## config.mk

```make
export PLATFORM = sky130hd
export DESIGN_NAME = hazard_unit_mc
export DESIGN_NICKNAME = d
export VERILOG_FILES = /design/src/rtl/hazard_unit_mc.sv
export SDC_FILE = /design/constraint.sdc
export NUM_CORES = 1
export LEC_CHECK = 0
export CAP_MARGIN = 20
export CORE_MARGIN = 2
export CORE_UTILIZATION = 35
export DETAILED_ROUTE_END_ITERATION = 16
export DONT_BUFFER_PORTS = 1
export PLACE_DENSITY = 0.5
export SYNTH_ARGS = -nofsm -noshare
export SYNTH_HDL_FRONTEND = slang
export SYNTH_SLANG_ARGS = --single-unit
```

## constraint.sdc

```tcl
create_clock -name clk -period 2.2 [get_ports clk]
set_input_delay 0.33 -clock clk [delete_from_list [all_inputs] [get_ports clk]]
set_output_delay 0.33 -clock clk [all_outputs]
set_load 0.02 [all_outputs]
```

## src/rtl/hazard_unit_mc.sv

```systemverilog
// Pipeline hazard unit for the 5-stage core: per-source forwarding selects,
// load-use detection, PC-write hazards, and a multicycle-execute hold FSM.
//
//   state | meaning
//   IDLE  | no multicycle op in E; a LongE op arriving here starts a hold
//   BUSY  | multicycle op held in E; mc_cnt counts remaining stall cycles
module hazard_unit_mc #(
  parameter int NUM_SRC = 3,
  parameter int REG_AW  = 4,
  parameter int MC_LAT  = 4
) (
  input  logic                        clk,
  input  logic                        reset,
  input  logic [NUM_SRC*REG_AW-1:0]   RA_D,
  input  logic [NUM_SRC-1:0]          SrcValidD,
  input  logic [NUM_SRC*REG_AW-1:0]   RA_E,
  input  logic [NUM_SRC-1:0]          SrcValidE,
  input  logic [REG_AW-1:0]           WA_E,
  input  logic [REG_AW-1:0]           WA_M,
  input  logic [REG_AW-1:0]           WA_W,
  input  logic                        RegWriteM,
  input  logic                        RegWriteW,
  input  logic                        MemToRegE,
  input  logic                        LongE,
  input  logic                        PCSrcD,
  input  logic                        PCSrcE,
  input  logic                        PCSrcM,
  input  logic                        PCSrcW,
  input  logic                        BranchTakenE,
  output logic [2*NUM_SRC-1:0]        ForwardE,
  output logic                        StallF,
  output logic                        StallD,
  output logic                        StallE,
  output logic                        FlushD,
  output logic                        FlushE,
  output logic                        FlushM,
  output logic                        MCBusy
);

  localparam int CW = $clog2(MC_LAT) + 1;
  // First loaded count; the entry cycle itself is one of the stall cycles.
  localparam int INIT_I = (MC_LAT > 1) ? (MC_LAT - 2) : 0;
  localparam logic [CW-1:0] MC_INIT = INIT_I[CW-1:0];
  localparam logic [REG_AW-1:0] PC_REG = {REG_AW{1'b1}};

  typedef enum logic {IDLE = 1'b0, BUSY = 1'b1} mc_state_t;

  mc_state_t mc_state, mc_state_next;
  logic [CW-1:0] mc_cnt, mc_cnt_next;
  logic mcstall;
  logic ldrstall;
  logic pcpend;
  logic [2*NUM_SRC-1:0] fwd;

  // Multicycle state register; reset aborts any op in flight.
  always_ff @(posedge clk) begin
    if (reset) begin
      mc_state <= IDLE;
      mc_cnt   <= '0;
    end else begin
      mc_state <= mc_state_next;
      mc_cnt   <= mc_cnt_next;
    end
  end

  // Multicycle next-state: the release cycle stays in BUSY so a held LongE
  // is not mistaken for a new op.
  always_comb begin
    mc_state_next = mc_state;
    mc_cnt_next   = mc_cnt;
    mcstall       = 1'b0;
    case (mc_state)
      IDLE: begin
        if (LongE && (MC_LAT > 1)) begin
          mcstall       = 1'b1;
          mc_state_next = BUSY;
          mc_cnt_next   = MC_INIT;
        end
      end
      BUSY: begin
        if (mc_cnt != '0) begin
          mcstall     = 1'b1;
          mc_cnt_next = mc_cnt - 1'b1;
        end else begin
          mc_state_next = IDLE;
        end
      end
      default: mc_state_next = IDLE;
    endcase
  end

  // Per-source forwarding select (M beats W) and load-use detection.
  always_comb begin
    fwd      = '0;
    ldrstall = 1'b0;
    for (int i = 0; i < NUM_SRC; i++) begin
      if (SrcValidE[i] && (RA_E[i*REG_AW +: REG_AW] != PC_REG)) begin
        if (RegWriteM && (WA_M == RA_E[i*REG_AW +: REG_AW]))
          fwd[2*i +: 2] = 2'b10;
        else if (RegWriteW && (WA_W == RA_E[i*REG_AW +: REG_AW]))
          fwd[2*i +: 2] = 2'b01;
      end
      if (MemToRegE && SrcValidD[i] && (RA_D[i*REG_AW +: REG_AW] == WA_E))
        ldrstall = 1'b1;
    end
  end

  assign pcpend = PCSrcD | PCSrcE | PCSrcM;

  // Stall/flush outputs; reset forces a bubbled, unstalled pipeline.
  always_comb begin
    if (reset) begin
      ForwardE = '0;
      StallF   = 1'b0;
      StallD   = 1'b0;
      StallE   = 1'b0;
      MCBusy   = 1'b0;
      FlushD   = 1'b1;
      FlushE   = 1'b1;
      FlushM   = 1'b1;
    end else begin
      ForwardE = fwd;
      StallF   = ldrstall | mcstall | pcpend;
      StallD   = ldrstall | mcstall;
      StallE   = mcstall;
      MCBusy   = mcstall;
      FlushD   = pcpend | PCSrcW | BranchTakenE;
      // E is never bubbled while it holds a multicycle op.
      FlushE   = (ldrstall | BranchTakenE) & ~mcstall;
      // Bubbles enter M while older instructions drain.
      FlushM   = mcstall;
    end
  end

endmodule

```

==> metrics.md <==
| Metric | Value |
|---|---|
| Fin crit period | `1880 ps` |
| Final Slew Violations | `0` |
| Worst vdd ir | `0.000221 V` |
| Routed via count | `723` |
| Die height | `50.5 µm` |
| Latest clock arrival within the worst-skew pair | `230 ps` |
| PD cells | `361 mW/mm²` |
| Synth unique cells | `31` |
| Initial Util | `0.378` |
| Synth Instances | `100` |
| Yosys top cell area share | `0.243` |
| Critical-path cell list | `inv_1, ha_1, a21oi_4, nor3_1, a21oi_1` |
| Crit share post-route | `0.856` |
| DR pass1 iterations | `2` |
| Share of total power in the clock network | `0.279` |
| Setup bufs post-CTS | `0` |
| Count of state elements after synthesis | `4` |
| Sequential power share | `0.277` |
| Largest net degree at the start of global routing | `14` |
| TNS Setup | `0 ps` |
| Synth area leaders | `xor2_1 24%, xnor2_1 14%, dfxtp_1 11%` |
| Comb pwr share | `0.443` |
| Crit Path Category | `reg -> out` |
| First-pass GRT wire length | `2.97 mm` |
| Antenna Nets Post-Route | `0` |
| Core ar. | `0.00200 mm²` |
| Yosys warning count | `0` |
| Share of cells above drive strength 1 | `0.113` |
| Hpwl dp | `1.68 mm` |
| H-tree Lvls | `1` |
| Syn nets | `155` |
| Nets | `163` |
| Max Clk Rate | `0.531 GHz` |
| Site Rows | `16` |
| Post-Synthesis Cell Area | `757 µm²` |
| Crit path DAT | `1550 ps` |
| Vias in the first global route | `751` |
| Area growth, synth to finish | `10.9%` |
| Simple-gate area share of the yosys netlist | `0.293` |
| Vias per cell | `5.44` |
| IO Port Bufs | `0` |
| Synthesized area per cell | `7.57 µm²` |
| Switching Power | `98.1 µW` |
| CTS tree | `yes` |
| Crit-path max FO | `7` |
| RSZ-0062 raised after global routing | `false` |
| Sink Count | `4` |
| Cell Count, Final, Fillers Out | `133` |
| Outcome | `finished clean` |
| Total GRT Usage | `0.150` |
| Relative slew slack | `0.684` |
| Min-delay worst type | `in -> reg` |
| Grt ovf | `0` |
| Max Clock Skew | `2.48 ps` |
| Root Buffer Master | `clkbuf_4` |
| Critical Path End Type | `output port` |
| Multiplexer share of the synthesized area | `0.0132` |
| Final hold slack | `172 ps` |
| Switching portion of total power | `0.323` |
| Leading area contributor after synthesis | `xor2_1` |
| Initial DRC count | `3` |
| Clock buffer depth | `2` |
| Max stage delay on crit path | `420 ps` |
| Residual DRC | `0` |
| Worst Tran Pin Value | `476 ps` |
| CTS buffer count | `3` |
| XOR/XNOR Fraction of Synth Area | `0.382` |
| Io pins | `66` |
| RD Place Congestion | `0.763` |
| # diodes | `0` |
| DR WL/cell | `14.2 µm` |
| Critical path's slowest cell | `a21oi_1` |
| Die X-Extent | `50.5 µm` |
| Lkg Pwr | `0.000309 µW` |
| WHS Path Cells | `1` |
| # setup viols final | `0` |
| Max Cap Viol | `0` |
| Post_cts resized | `0` |
| Internal power | `205 µW` |
| CTS clk-pin slew, worst paths | `40 ps` |
| Synth Area in Compound Gates | `0.129` |
| Hold Fails Final Rpt | `0` |
| Main combinational cell family by area after synthesis | `XOR/XNOR gates` |
| Total Wirelength | `1.89 mm` |
| Hold Buf Count CTS | `0` |
| Adder-Cell Fraction of Synth Area | `0.0331` |
| Register area share after synthesis | `0.106` |
| Die ar. | `0.00255 mm²` |
| Reg2reg path depth | `5` |
| Tot Pwr | `303 µW` |
| Initial antenna violation count | `0` |
| Critical Path RT | `1870 ps` |
| Startpoint types | `register` |
| Dpl cells | `130` |
## layer usage
layer,up-vias,track usage,part of all wire
met5,-,0,0
met1,317,0.170,0.40
met3,0,0.0536,0.10
met2,37,0.263,0.50
li1,369,-,-
met4,0,0.0405,0
## synthesized netlist by cell type
library cell,count
and4_1,2
o211ai_1,2
or4_1,1
nor3_1,6
nor3b_1,1
ha_1,2
inv_1,6
o21a_1,1
a31oi_1,1
nor2_1,5
nand4_1,3
a21oi_1,4
nor4_1,5
xor2_1,21
nand2_1,5
or2_2,1
o22ai_1,1
dfxtp_1,4
nand3_1,5
or3_1,1
clkbuf_1,1
buf_4,1
a32oi_1,1
a21oi_4,1
nor4_2,1
a311oi_1,1
xnor2_1,12
a221oi_1,1
nor2b_1,2
mux2i_1,1
nor2b_2,1
## through the flow
stage,instance area (µm²),worst slack (ps),utilization
floorplan,757,430,-
global placement,817,543,0.408
detailed placement,817,522,0.408
global route,840,200,0.419
CTS,840,302,0.419
finish,840,317,0.419
## state kept, by name (all words and copies together), names as in the netlist
name / cells
mc_cnt: 3
mc_state: 1
## final timing paths
kind,slack [ps],start,endpoint
max,320,mc_cnt[0]$_SDFFE_PP0P_,StallF
min,170,reset,mc_cnt[1]$_SDFFE_PP0P_
max reg2reg,890,mc_cnt[0]$_SDFFE_PP0P_,mc_state$_DFF_P_
min reg2reg,490,mc_cnt[1]$_SDFFE_PP0P_,mc_cnt[1]$_SDFFE_PP0P_
## logic make-up (layout without fill, tap and decap cells)
logic type               after synthesis  count (layout)
AO/OA/AOI/OAI                         13              13
XOR/XNOR                              33              33
adder cells (fa/ha/maj)                2               2
buffers and inverters                  8              14
flip-flops                             4               4
multiplexers                           1               1
AND/OR/NAND/NOR                       39              39
## worst max-delay path, delay by kind of cell (launching register included)
kind / cells / cell delay [ps]
AO/OA/AOI/OAI: 2 / 630
adder cells (fa/ha/maj): 1 / 250
buffers and inverters: 1 / 70
flip-flops: 1 / 300
AND/OR/NAND/NOR: 1 / 80
## area by class of cell
cell class	count	area (µm²)
clock buffer	3	22.5
sequential	4	80.1
inverter	6	22.5
fill	220	1160
timing repair buffer	5	37.5
multi-input combinational	88	643
tap	27	33.8
## power by group through the flow
| stage | sequential, µW | clock (µW) | combinational [µW] |
|---|---|---|---|
| finish | 84.2 | 84.8 | 134 |
| global route | 85.3 | 99.8 | 150 |
| CTS | 84.2 | 89.4 | 135 |
| detailed placement | 85.2 | 0 | 135 |
| global placement | 85.0 | 0 | 132 |
| floorplan | 84.2 | 0 | 122 |
## cell usage in the layout (no fill, tap or decap)
master    count
xor2_1       21
xnor2_1      12
inv_1         6
nor3_1        6
nand2_1       5
nor4_1        5
nand3_1       5
nor2_1        5
buf_4         5
a21oi_1       4
dfxtp_1       4
nand4_1       3
clkbuf_4      3
nor2b_1       2
and4_1        2
o211ai_1      2
ha_1          2
nor2b_2       1
a21oi_4       1
or2_2         1
a221oi_1      1
o22ai_1       1
a31oi_1       1
nor4_2        1
or3_1         1
or4_1         1
nor3b_1       1
mux2i_1       1
a32oi_1       1
a311oi_1      1
o21a_1        1
No activity file was read; power rests on OpenSTA's default activity.
